===== src/rtl/stb_sampler.sv =====
// -----------------------------------------------------------------------------
// stb_sampler
//
// Strobe-driven comparator sampler for the measure unit. For each of N strobes
// it requests a strobe from the upstream strobe generator, waits for that strobe
// to complete, then samples the synchronized comparator a programmable number
// of cycles later. Hits (comparator = 1) and completed samples are counted and
// reported with a one-cycle done pulse. A stalled generator is caught by a
// per-request timeout, which aborts the run with a sticky error flag.
//
// Parameters
//   TIMEOUT    maximum cycles spent waiting on the generator per request
//   CNT_WIDTH  width of the sample-count, hit-count and completed-sample regs
//
// Ports
//   clk_i           in   system clock
//   rst_i           in   synchronous active-high reset
//   start_i         in   single-cycle start command (honoured only when idle)
//   n_samples_i     in   number of strobes to sample, latched on start
//   sample_delay_i  in   cycles from strobe end to sample point, latched on start
//   gen_rdy_i       in   strobe generator has locked its period
//   stb_valid_i     in   generator valid: falls after a request, rises at strobe end
//   stb_req_o       out  strobe request (rising edge is the request)
//   cmp_i           in   asynchronous comparator output
//   busy_o          out  run in progress
//   done_o          out  one-cycle pulse at end of run (success or abort)
//   err_o           out  sticky abort flag, cleared on the next accepted start
//   hits_o          out  samples that saw the synchronized comparator high
//   samples_o       out  samples completed
// -----------------------------------------------------------------------------
module stb_sampler #(
  parameter int unsigned TIMEOUT   = 1048576,
  parameter int unsigned CNT_WIDTH = 16
) (
  input  logic                 clk_i,
  input  logic                 rst_i,
  input  logic                 start_i,
  input  logic [CNT_WIDTH-1:0] n_samples_i,
  input  logic [7:0]           sample_delay_i,
  input  logic                 gen_rdy_i,
  input  logic                 stb_valid_i,
  output logic                 stb_req_o,
  input  logic                 cmp_i,
  output logic                 busy_o,
  output logic                 done_o,
  output logic                 err_o,
  output logic [CNT_WIDTH-1:0] hits_o,
  output logic [CNT_WIDTH-1:0] samples_o
);

  // The timeout counter only ever has to reach TIMEOUT-1.
  localparam int unsigned TMO_W = (TIMEOUT > 1) ? $clog2(TIMEOUT) : 1;
  localparam logic [TMO_W-1:0] TMO_LAST = TMO_W'(TIMEOUT - 1);

  typedef enum logic [2:0] {
    IDLE      = 3'd0,
    CHECK     = 3'd1,
    REQ       = 3'd2,
    WAIT_FALL = 3'd3,
    WAIT_RISE = 3'd4,
    DELAY     = 3'd5,
    SAMPLE    = 3'd6,
    DONE      = 3'd7
  } state_t;

  state_t               state_q;
  state_t               state_nxt;

  // Control
  logic                 req_cnt_q;   // 0 in first REQ cycle, 1 in second
  logic                 abort_err;   // current transition ends the run with an error
  logic                 tmo_hit;
  logic                 start_acc;

  // Latched run configuration and working counters
  logic [CNT_WIDTH-1:0] n_q;
  logic [7:0]           dly_q;
  logic [7:0]           dcnt_q;
  logic [TMO_W-1:0]     tmo_q;

  // Comparator synchronizer
  logic                 cmp_p0;
  logic                 cmp_p1;

  assign start_acc = (state_q == IDLE) && start_i;
  assign tmo_hit   = (tmo_q == TMO_LAST);

  // ---------------------------------------------------------------------------
  // Next-state logic
  // ---------------------------------------------------------------------------
  always_comb begin
    state_nxt = state_q;
    abort_err = 1'b0;
    case (state_q)
      IDLE: begin
        if (start_i) state_nxt = CHECK;
      end
      CHECK: begin
        // An empty run finishes cleanly even if the generator is not ready.
        if (n_q == '0) begin
          state_nxt = DONE;
        end else if (!gen_rdy_i) begin
          state_nxt = DONE;
          abort_err = 1'b1;
        end else begin
          state_nxt = REQ;
        end
      end
      REQ: begin
        if (req_cnt_q) state_nxt = WAIT_FALL;
      end
      WAIT_FALL: begin
        if (tmo_hit) begin
          state_nxt = DONE;
          abort_err = 1'b1;
        end else if (!stb_valid_i) begin
          state_nxt = WAIT_RISE;
        end
      end
      WAIT_RISE: begin
        if (tmo_hit) begin
          state_nxt = DONE;
          abort_err = 1'b1;
        end else if (stb_valid_i) begin
          state_nxt = DELAY;
        end
      end
      DELAY: begin
        if (dcnt_q == 8'd0) state_nxt = SAMPLE;
      end
      SAMPLE: begin
        // samples_o still holds the pre-increment count in this cycle.
        if ((samples_o + CNT_WIDTH'(1)) == n_q) state_nxt = DONE;
        else                                    state_nxt = REQ;
      end
      DONE: begin
        state_nxt = IDLE;
      end
      default: begin
        state_nxt = IDLE;
      end
    endcase
  end

  // ---------------------------------------------------------------------------
  // State register, registered outputs and synchronizer
  // ---------------------------------------------------------------------------
  always_ff @(posedge clk_i) begin
    if (rst_i) begin
      state_q   <= IDLE;
      req_cnt_q <= 1'b0;
      stb_req_o <= 1'b0;
      busy_o    <= 1'b0;
      done_o    <= 1'b0;
      err_o     <= 1'b0;
      hits_o    <= '0;
      samples_o <= '0;
      cmp_p0    <= 1'b0;
      cmp_p1    <= 1'b0;
    end else begin
      state_q   <= state_nxt;
      cmp_p0    <= cmp_i;
      cmp_p1    <= cmp_p0;

      // Request is high exactly while in REQ: one rising edge per request.
      stb_req_o <= (state_nxt == REQ);
      req_cnt_q <= (state_q == REQ) && !req_cnt_q;

      done_o    <= (state_q == DONE);

      if (start_acc) begin
        busy_o    <= 1'b1;
        err_o     <= 1'b0;
        hits_o    <= '0;
        samples_o <= '0;
      end else if (state_q == DONE) begin
        busy_o    <= 1'b0;
      end

      if (abort_err) err_o <= 1'b1;

      if (state_q == SAMPLE) begin
        samples_o <= samples_o + CNT_WIDTH'(1);
        hits_o    <= hits_o + CNT_WIDTH'(cmp_p1);
      end
    end
  end

  // ---------------------------------------------------------------------------
  // Configuration latch and working counters
  // ---------------------------------------------------------------------------
  always_ff @(posedge clk_i) begin
    if (start_acc) begin
      n_q   <= n_samples_i;
      dly_q <= sample_delay_i;
    end

    // Timeout window restarts with every request.
    if ((state_nxt == REQ) && (state_q != REQ)) begin
      tmo_q <= '0;
    end else if ((state_q == WAIT_FALL) || (state_q == WAIT_RISE)) begin
      tmo_q <= tmo_q + TMO_W'(1);
    end

    if ((state_q == WAIT_RISE) && (state_nxt == DELAY)) begin
      dcnt_q <= dly_q;
    end else if ((state_q == DELAY) && (dcnt_q != 8'd0)) begin
      dcnt_q <= dcnt_q - 8'd1;
    end
  end

endmodule


===== config.mk =====
export PLATFORM = sky130hd
export DESIGN_NAME = stb_sampler
export DESIGN_NICKNAME = d
export VERILOG_FILES = /design/src/rtl/stb_sampler.sv
export SDC_FILE = /design/constraint.sdc
export NUM_CORES = 1
export LEC_CHECK = 0
export ABC_AREA = 1
export CELL_PAD_IN_SITES_DETAIL_PLACEMENT = 0
export CELL_PAD_IN_SITES_GLOBAL_PLACEMENT = 1
export CORE_UTILIZATION = 37
export CTS_CLUSTER_DIAMETER = 150
export DETAILED_ROUTE_END_ITERATION = 12
export GPL_ROUTABILITY_DRIVEN = 0
export HOLD_SLACK_MARGIN = 0.03
export PLACE_DENSITY = 0.84
export SLEW_MARGIN = 10
export SYNTH_ARGS = -nofsm -noshare
export SYNTH_HDL_FRONTEND = slang
export SYNTH_SLANG_ARGS = --single-unit

===== constraint.sdc =====
create_clock -name clk_i -period 2.7 [get_ports clk_i]
set_input_delay 0.27 -clock clk_i [delete_from_list [all_inputs] [get_ports clk_i]]
set_output_delay 0.27 -clock clk_i [all_outputs]
set_load 0.01 [all_outputs]

# == Word-level counts from Yosys, hierarchy flattened ==
# Index checks and enable logic that the tools add are counted.
# classes
reduce_logical,16
n_eq_ne,12
addsub,4
multipliers,0
mux,24
n_bitwise,0
n_lt_le_gt_ge,0
div,0
shifts,0
# op_table
cell,count
$mux W16,3
$mux W3,10
$pmux W3 S8,1
$add A20 B1 Y20 const B,1
$eq A20 B20 Y1 const B,1
$add A16 B1 Y16,1
$add A16 B1 Y16 const B,1
$eq A16 B16 Y1,1
$logic_not A16 Y1,1
$mux W8,2
$eq A3 B3 Y1 const B,5
$eq A3 B2 Y1 const B,3
$logic_not A8 Y1,1
$reduce_bool A2 Y1,4
$reduce_bool A8 Y1,1
$sub A8 B1 Y8 const B,1
$mux W1,7
$logic_and A1 B1 Y1,5
$eq A3 B1 Y1 const B,1
$logic_not A3 Y1,1
$ne A3 B2 Y1 const B,1
$pmux W1 S2,1
$reduce_or A2 Y1,1
$logic_not A1 Y1,1
$logic_or A1 B1 Y1,1
# word_totals
romBits,0
latchBits,0
register_bits,94
wordCells,70
n_memories,0
input_bits,30
ram_bits,0
output_inout_bits,36

# == Longest topological paths before layout ==
# Gate-level depths: netlist of the first run.
# depth
depth_word,7
depth_mapped,16
ltp_nobuf,16

# == Worst setup path after synthesis of the first run ==
# No wires, ideal clock.
# synth_path
path_type,flip-flop to flip-flop
from,reg samples_o[0]
to,"reg dcnt_q[0], enable pin"
path_buffers,1
setup_time_ps,370
t_arrival_ps,2228
stages_incl_launch_ff,17
synth_period_minus_slack_ps,2599
t_required_ps,2330
slack_ps,101
cell_sequence,dfxtp_1 > ha_1 > nand2_1 > nor2_4 > nand3_1 > nand2_1 > nand2_1 > nand2_1 > nand2_1 > nor2_1 > nand2_1 > nor2_2 > nand2_2 > nand3_2 > buf_4 > nand2_1 > nor2_1
# synth_via
elab_chain_cells,7
# synth_lines
item,line_no,source
"start, declared",48,output logic [CNT_WIDTH-1:0] samples_o
"start signal, assigned",183,samples_o <= samples_o + CNT_WIDTH'(1);
$add A16 B1 Y16,133,if ((samples_o + CNT_WIDTH'(1)) == n_q) state_nxt = DONE;
$eq A16 B16 Y1,133,
$mux W3,133,
$pmux W3 S8,94,case (state_q)
$eq A3 B3 Y1,205,if ((state_q == WAIT_RISE) && (state_nxt == DELAY)) begin
$logic_and A1 B1 Y1,205,
$reduce_bool A2 Y1 (no line),--,
"end signal, assigned",206,dcnt_q <= dly_q;
"end signal, assigned",208,dcnt_q <= dcnt_q - 8'd1;
"end, declared",78,logic [7:0] dcnt_q;
# No other way between the ends.
# A chain may end at the register's enable or synchronous reset.

# == Worst setup path in the final report of the first run ==
# layout_path
from,reg samples_o[0]
to,"reg dcnt_q[4], enable pin"
# The elaborated chain is that of the path after synthesis.

==> results of run 1 <==
[worst max-delay path: stages, from the launching register on]
cell and delay [ps]:
dfxtp_1 380, ha_1 230, nand2_1 120, nor2_4 160
buf_4 140, nand3_1 70, nand3_1 110, nand2_1 50
nor2_1 100, nand3_1 80, nor2_1 140, nand2_2 110
nand3_4 140, nand2_1 70, nor2_1 80, buf_4 170
[path summary, 6_finish.rpt]
path / from / end / slack [ps]
worst max register to register: samples_o[0] / dcnt_q[4] / 220
worst min-delay path: cmp_p0 / cmp_p1 / 410
worst max-delay path: samples_o[0] / dcnt_q[4] / 220
worst min register to register: cmp_p0 / cmp_p1 / 410
[flip-flops by register name, indices dropped and copies added (netlist names)]
name	flops
busy_o	1
cmp_p0	1
cmp_p1	1
dcnt_q	8
dly_q	8
done_o	1
err_o	1
hits_o	16
n_q	16
req_cnt_q	1
samples_o	16
state_q	3
stb_req_o	1
tmo_q	20
[report_power, final]
part | leakage (nW) | internal, mW | switching, mW | total, mW
Sequential | 0.802 | 1.60 | 0.0836 | 1.69
Combinational | 1.31 | 0.229 | 0.397 | 0.626
Clock | 0.130 | 0.644 | 0.533 | 1.18
Total | 2.24 | 2.48 | 1.01 | 3.49
[area by class of cell]
| cell class | instances | share of cell area (%) |
|---|---|---|
| multi-input combinational | 437 | 38.8 |
| timing repair buffer | 77 | 12.3 |
| tap | 172 | 3.51 |
| inverter | 81 | 4.96 |
| sequential | 94 | 36.0 |
| clock buffer | 10 | 3.90 |
| clock inverter | 6 | 0.592 |
[repair_timing]
action	CTS	global route
buffers inserted	0	1
endpoints found under the setup margin	0	36
gates resized for setup	0	3
[routing by layer]
metal / GRT usage, % / part of all wire (%) / vias to the layer above
li1: - / - / 2206
met2: 29.2 / 47 / 75
met3: 5.28 / 4.8 / 19
met5: 0 / 0 / -
met1: 22.1 / 46 / 1929
met4: 5.85 / 1.9 / 0
[cells in the mapped netlist (3+ instances only)]
cell and instances:
a211oi_1 4, a21oi_1 32, a21oi_2 21, a22oi_1 3
clkbuf_1 9, dfxtp_1 62, edfxtp_1 32, ha_1 6
inv_1 76, inv_2 4, nand2_1 156, nand2_2 5
nand3_1 62, nand4_1 14, nor2_1 41, nor2_2 7
nor2_4 5, nor3_1 16, nor3_2 3, o21ai_0 11
xnor2_1 12, xor2_1 18
[through the flow]
step | setup slack, ps | power [mW] | instance area (um2) | hold WS, ps
after global placement | 226 | 2.32 | 5830 | 395
after floorplan | 101 | 2.14 | 4950 | 369
after CTS | 136 | 3.51 | 6110 | 409
after global routing | 29.7 | 3.68 | 6130 | 432
final | 223 | 3.49 | 6130 | 408
after detailed placement | 146 | 2.34 | 5830 | 400
[kinds of logic after synthesis]
kind of cell	synth area share (%)
and+or+nand+nor	29.4
xor gates and xnor gates	6.22
DFF	44.5
adders and majority gates	1.52
AOI/OAI and AO/OA	10.4
muxes	0.202
buffers and inverters	7.73
==> impl_metrics.csv, run 1 <==
group,metric,value,unit
final_layout,antenna_cells,0,
timing,fin_crit,2480,ps
final_layout,final_cell_mix,"155 x nand2_1, 76 x inv_1, 65 x clkdlybuf4s50_1",
pwr,power_per_cell_area,570,nW/um2
pwr,p_leak,2.24,nW
placement,dp_hpwl,8870,um
timing,tightest_slew,561,ps
timing,max_freq,0.404,GHz
synthesis,netlist_area,4950,um2
cts,root_buffer,"clkbuf_16",
placement,place_inst,860,
grt,grt_max_degree,26,
synthesis,ys_seq_area_share,44.5,%
grt,grt_util_all_layers,17.7,%
grt,grt_pass1_wl,19700,um
status,status,"finished clean",
synthesis,ys.flop_type,"dfxtp_1",
die,die-height,118,um
routing,wl_per_cell,13.3,um
synthesis,ys_warn_count,0,
synthesis,syn_inst,627,
synthesis,syn_avg_cell_area,7.90,um2
cts,insertion_delay,340,ps
synthesis,yosysUniqueCellTypes,43,
routing,firstDrtPassIters,5,
routing,drc,0,
synthesis,async_flop_share,0,%
flow_run,drv_cap,0,
timing,setup_viol,0,
pwr,peakVddDrop,0.379,mV
timing,hold_viol,0,
setup_path,cp.arrival,2530,ps
die,start_util,38.6,%
die,rows,41,
synthesis,ys_ff_latch,94,
setup_path,worstSetupPathType,"register to register",
synthesis,synth_edf_count,32,
grt,grt_pass1_vias,4184,
final_layout,nFillCells,1264,
grt,antenna_found_initial,0,
routing,drt_wl_total,11700,um
setup_path,critPathLaunchType,"register",
timing,fin_skew,4.64,ps
routing,dr.first_iter.drc_count,237,
final_layout,utilization,47.8,%
synthesis,synth_top_cell_area_share,25.1,%
timing,fin_setup_tns,0,ps
cts,cts_tree,"built",
worst_hold_path,worstHoldPathCells,2,
routing,ant_nets,0,
worst_hold_path,hp-class,"register to register",
setup_path,reg2reg_depth,15,
synthesis,netlist_top_cells_area,"dfxtp_1 25%, edfxtp_1 19%, nand2_1 12%",
grt,grt_overflow_total,0,
timing,fin_crit_sh,91.7,%
die,fp.coreArea,12800,um2
cts,postCtsHoldBufs,0,
timing,rsz0062_at_grt,"no",
die,die_w,118,um
cts,clockBufferDepth,2,
final_layout,final_common_cell,"nand2_1",
final_layout,syn_to_final_growth,23.8,%
cts,htreeDepth,3,
cts,cts_inserted_buffers,9,
die,ioPinCount,66,
routing,dr_total_vias,4229,
synthesis,syn_nets,663,
setup_path,cp-end-kind,"register",
final_layout,drive_gt1_share,11.2,%
cts,clk_pin_slew,60,ps
timing,max_slew_margin,62.5,%
synthesis,synth_top_area_cell,"dfxtp_1",
placement,place.port_buffers,65,
final_layout,seq_area,2200,um2
setup_path,crit_fanout,13,
die,die_area,13800,um2
final_layout,multi_input_area,2380,um2
cts,clock_sinks,94,
final_layout,final_net_count,736,
final_layout,instances_no_fill,877,
timing,drv_slew,0,
routing,viasPerCell,4.82,
setup_path,worst_ep_required_time,2750,ps
Power figures use the tool's default switching activity.
==> run 2, diff against run 1 <==
--- a/config.mk
+++ b/config.mk
@@ -6,6 +6,7 @@
 export NUM_CORES = 1
 export LEC_CHECK = 0
 export ABC_AREA = 1
+export CAP_MARGIN = 10
 export CELL_PAD_IN_SITES_DETAIL_PLACEMENT = 0
 export CELL_PAD_IN_SITES_GLOBAL_PLACEMENT = 1
 export CORE_UTILIZATION = 37
==> results of run 2 <==
No change in the layout: final DEF, timing and power equal those of run 1.
==> run 3, diff against run 2 <==
--- a/config.mk
+++ b/config.mk
@@ -15,6 +15,7 @@
 export GPL_ROUTABILITY_DRIVEN = 0
 export HOLD_SLACK_MARGIN = 0.03
 export PLACE_DENSITY = 0.84
+export RECOVER_POWER = 100
 export SLEW_MARGIN = 10
 export SYNTH_ARGS = -nofsm -noshare
 export SYNTH_HDL_FRONTEND = slang
==> run 3 against run 2 <==
Compared with the run above:
- design area down 1.4%
- clock-buffer cell count unchanged
- maximum frequency down 0.12%
- critical path type unchanged
- first-iteration DRC count up 3.8%
- global-route usage unchanged
- highest routed layer unchanged
- wire length up 0.58%
- critical endpoint unchanged
- worst hold slack about the same
- combinational power down 7.3%
==> impl_metrics.csv, run 3 (same netlist as run 1, synthesis figures left out) <==
group,metric,value,unit
cts,clock_sinks,94,
timing,max_slew_margin,28.8,%
timing,setup_viol,0,
routing,ant_nets,0,
placement,dp_hpwl,8870,um
die,die_area,13800,um2
pwr,switchingPower,0.987,mW
timing,max_freq,0.403,GHz
placement,place.port_buffers,65,
final_layout,utilization,47.1,%
setup_path,worst_ep_required_time,2750,ps
final_layout,antenna_cells,0,
setup_path,critPathLaunch,"samples_o[0]",
pwr,p_leak,2.36,nW
die,rows,41,
timing,fin_setup_tns,0,ps
grt,grt_overflow_total,0,
setup_path,critPathLaunchType,"register",
pwr,peakVddDrop,0.378,mV
grt,grt_util_all_layers,17.7,%
worst_hold_path,worstHoldStart,"cmp_p0",
routing,wl_per_cell,13.4,um
timing,fin_crit_sh,91.8,%
final_layout,final_common_cell,"nand2_1",
final_layout,final_cell_mix,"156 x nand2_1, 77 x inv_1, 62 x nand3_1",
timing,drv_slew,0,
timing,rsz0062_at_grt,"no",
worst_hold_path,hp-class,"register to register",
cts,clockBufferDepth,2,
die,die-height,118,um
routing,dr_total_vias,4268,
timing,fin_crit,2480,ps
setup_path,crit_fanout,13,
pwr,p_comb_share,16.8,%
cts,postCtsHoldBufs,0,
placement,placed_area,5830,um2
die,start_util,38.6,%
die,fp.coreArea,12800,um2
final_layout,final_area,6040,um2
final_layout,largest_reg_flops,20,
cts,clk_pin_slew,60,ps
pwr,internal_power,2.46,mW
grt,grt_pass1_wl,19700,um
timing,fin_hold_ws,408,ps
setup_path,cp-end-kind,"register",
routing,drt_wl_total,11800,um
pwr,swShare,28.6,%
die,die_w,118,um
setup_path,rrSetupSlack,220,ps
die,ioPinCount,66,
status,status,"finished clean",
setup_path,reg2reg_depth,15,
pwr,total_power,3.45,mW
routing,viasPerCell,4.87,
timing,tightest_slew,1070,ps
cts,insertion_delay,340,ps
setup_path,cp.arrival,2530,ps
pwr,pwr-share-seq,49.0,%
setup_path,rr_endpoint,"dcnt_q[4]",
cts,htreeDepth,3,
routing,firstDrtPassIters,4,
timing,hold_viol,0,
routing,dr.first_iter.drc_count,246,
routing,drc,0,
worst_hold_path,whs_endpoint,"cmp_p1",
pwr,p_clk_share,34.2,%
cts,cts_tree,"built",
cts,cts_inserted_buffers,9,
grt,antenna_found_initial,0,
grt,grt_pass1_vias,4184,
grt,grt_max_degree,26,
flow_run,drv_cap,0,
worst_hold_path,worstHoldPathCells,2,
final_layout,final_net_count,736,
timing,fin_skew,4.32,ps
setup_path,r2r-start,"samples_o[0]",
final_layout,drive_gt1_share,7.66,%
final_layout,top_register,"tmo_q",
cts,root_buffer,"clkbuf_16",
final_layout,syn_to_final_growth,22.0,%
pwr,power_per_cell_area,571,nW/um2
setup_path,worstSetupPathType,"register to register",
## run 3: per-layer routing
metal  wire, um  global-route usage [%]
met1       5380                    22.1
met4        219                    5.85
met2       5540                    29.2
met5          0                       0
met3        615                    5.28
## run 3: worst max-delay path by stage
| stage | endpoint | slack [ps] | depth (start not counted) |
|---|---|---|---|
| floorplan | dcnt_q[0] | 100 | 16 |
| CTS | dcnt_q[4] | 140 | 14 |
| finish | dcnt_q[4] | 220 | 15 |
| global placement | dcnt_q[5] | 230 | 14 |
| detailed placement | dcnt_q[4] | 150 | 14 |
| global route | dcnt_q[5] | 30 | 16 |
## run 3: power groups by stage
stage | Sequential (mW) | Combinational, mW | Clock (mW)
2_1_floorplan | 1.70 | 0.441 | 0
3_3_place_gp | 1.71 | 0.607 | 0
3_5_place_dp | 1.72 | 0.621 | 0
4_1_cts | 1.69 | 0.624 | 1.20
5_1_grt | 1.70 | 0.657 | 1.27
6_report | 1.69 | 0.580 | 1.18
## run 3: repair_timing
action,4_1_cts,5_1_grt
gates resized for setup,0,3
buffers inserted,0,1
setup endpoints to repair,0,36
## run 3: worst max-delay path, cell delays in order, from the launching register on
cell and delay [ps]:
dfxtp_1 380, ha_1 230, nand2_1 120, nor2_4 160, buf_4 140, nand3_1 70
nand3_1 110, nand2_1 50, nor2_1 100, nand3_1 80, nor2_1 140, nand2_2 110
nand3_4 140, nand2_1 70, nor2_1 80, buf_4 170
## run 3: through the flow
step	cells	setup slack (ps)
floorplan	627	101
global placement	860	226
detailed placement	860	146
CTS	876	136
global route	877	29.9
finish	877	220
## run 3: cell type report
| cell class | instances | area, um2 |
|---|---|---|
| multi-input cells | 437 | 2300 |
| inverters | 81 | 304 |
| fillers | 1292 | 6790 |
| repair buffers | 77 | 739 |
| well taps | 172 | 215 |
| flip-flops and latches | 94 | 2200 |
| clock inverters | 6 | 36.3 |
| clock buffers | 10 | 239 |
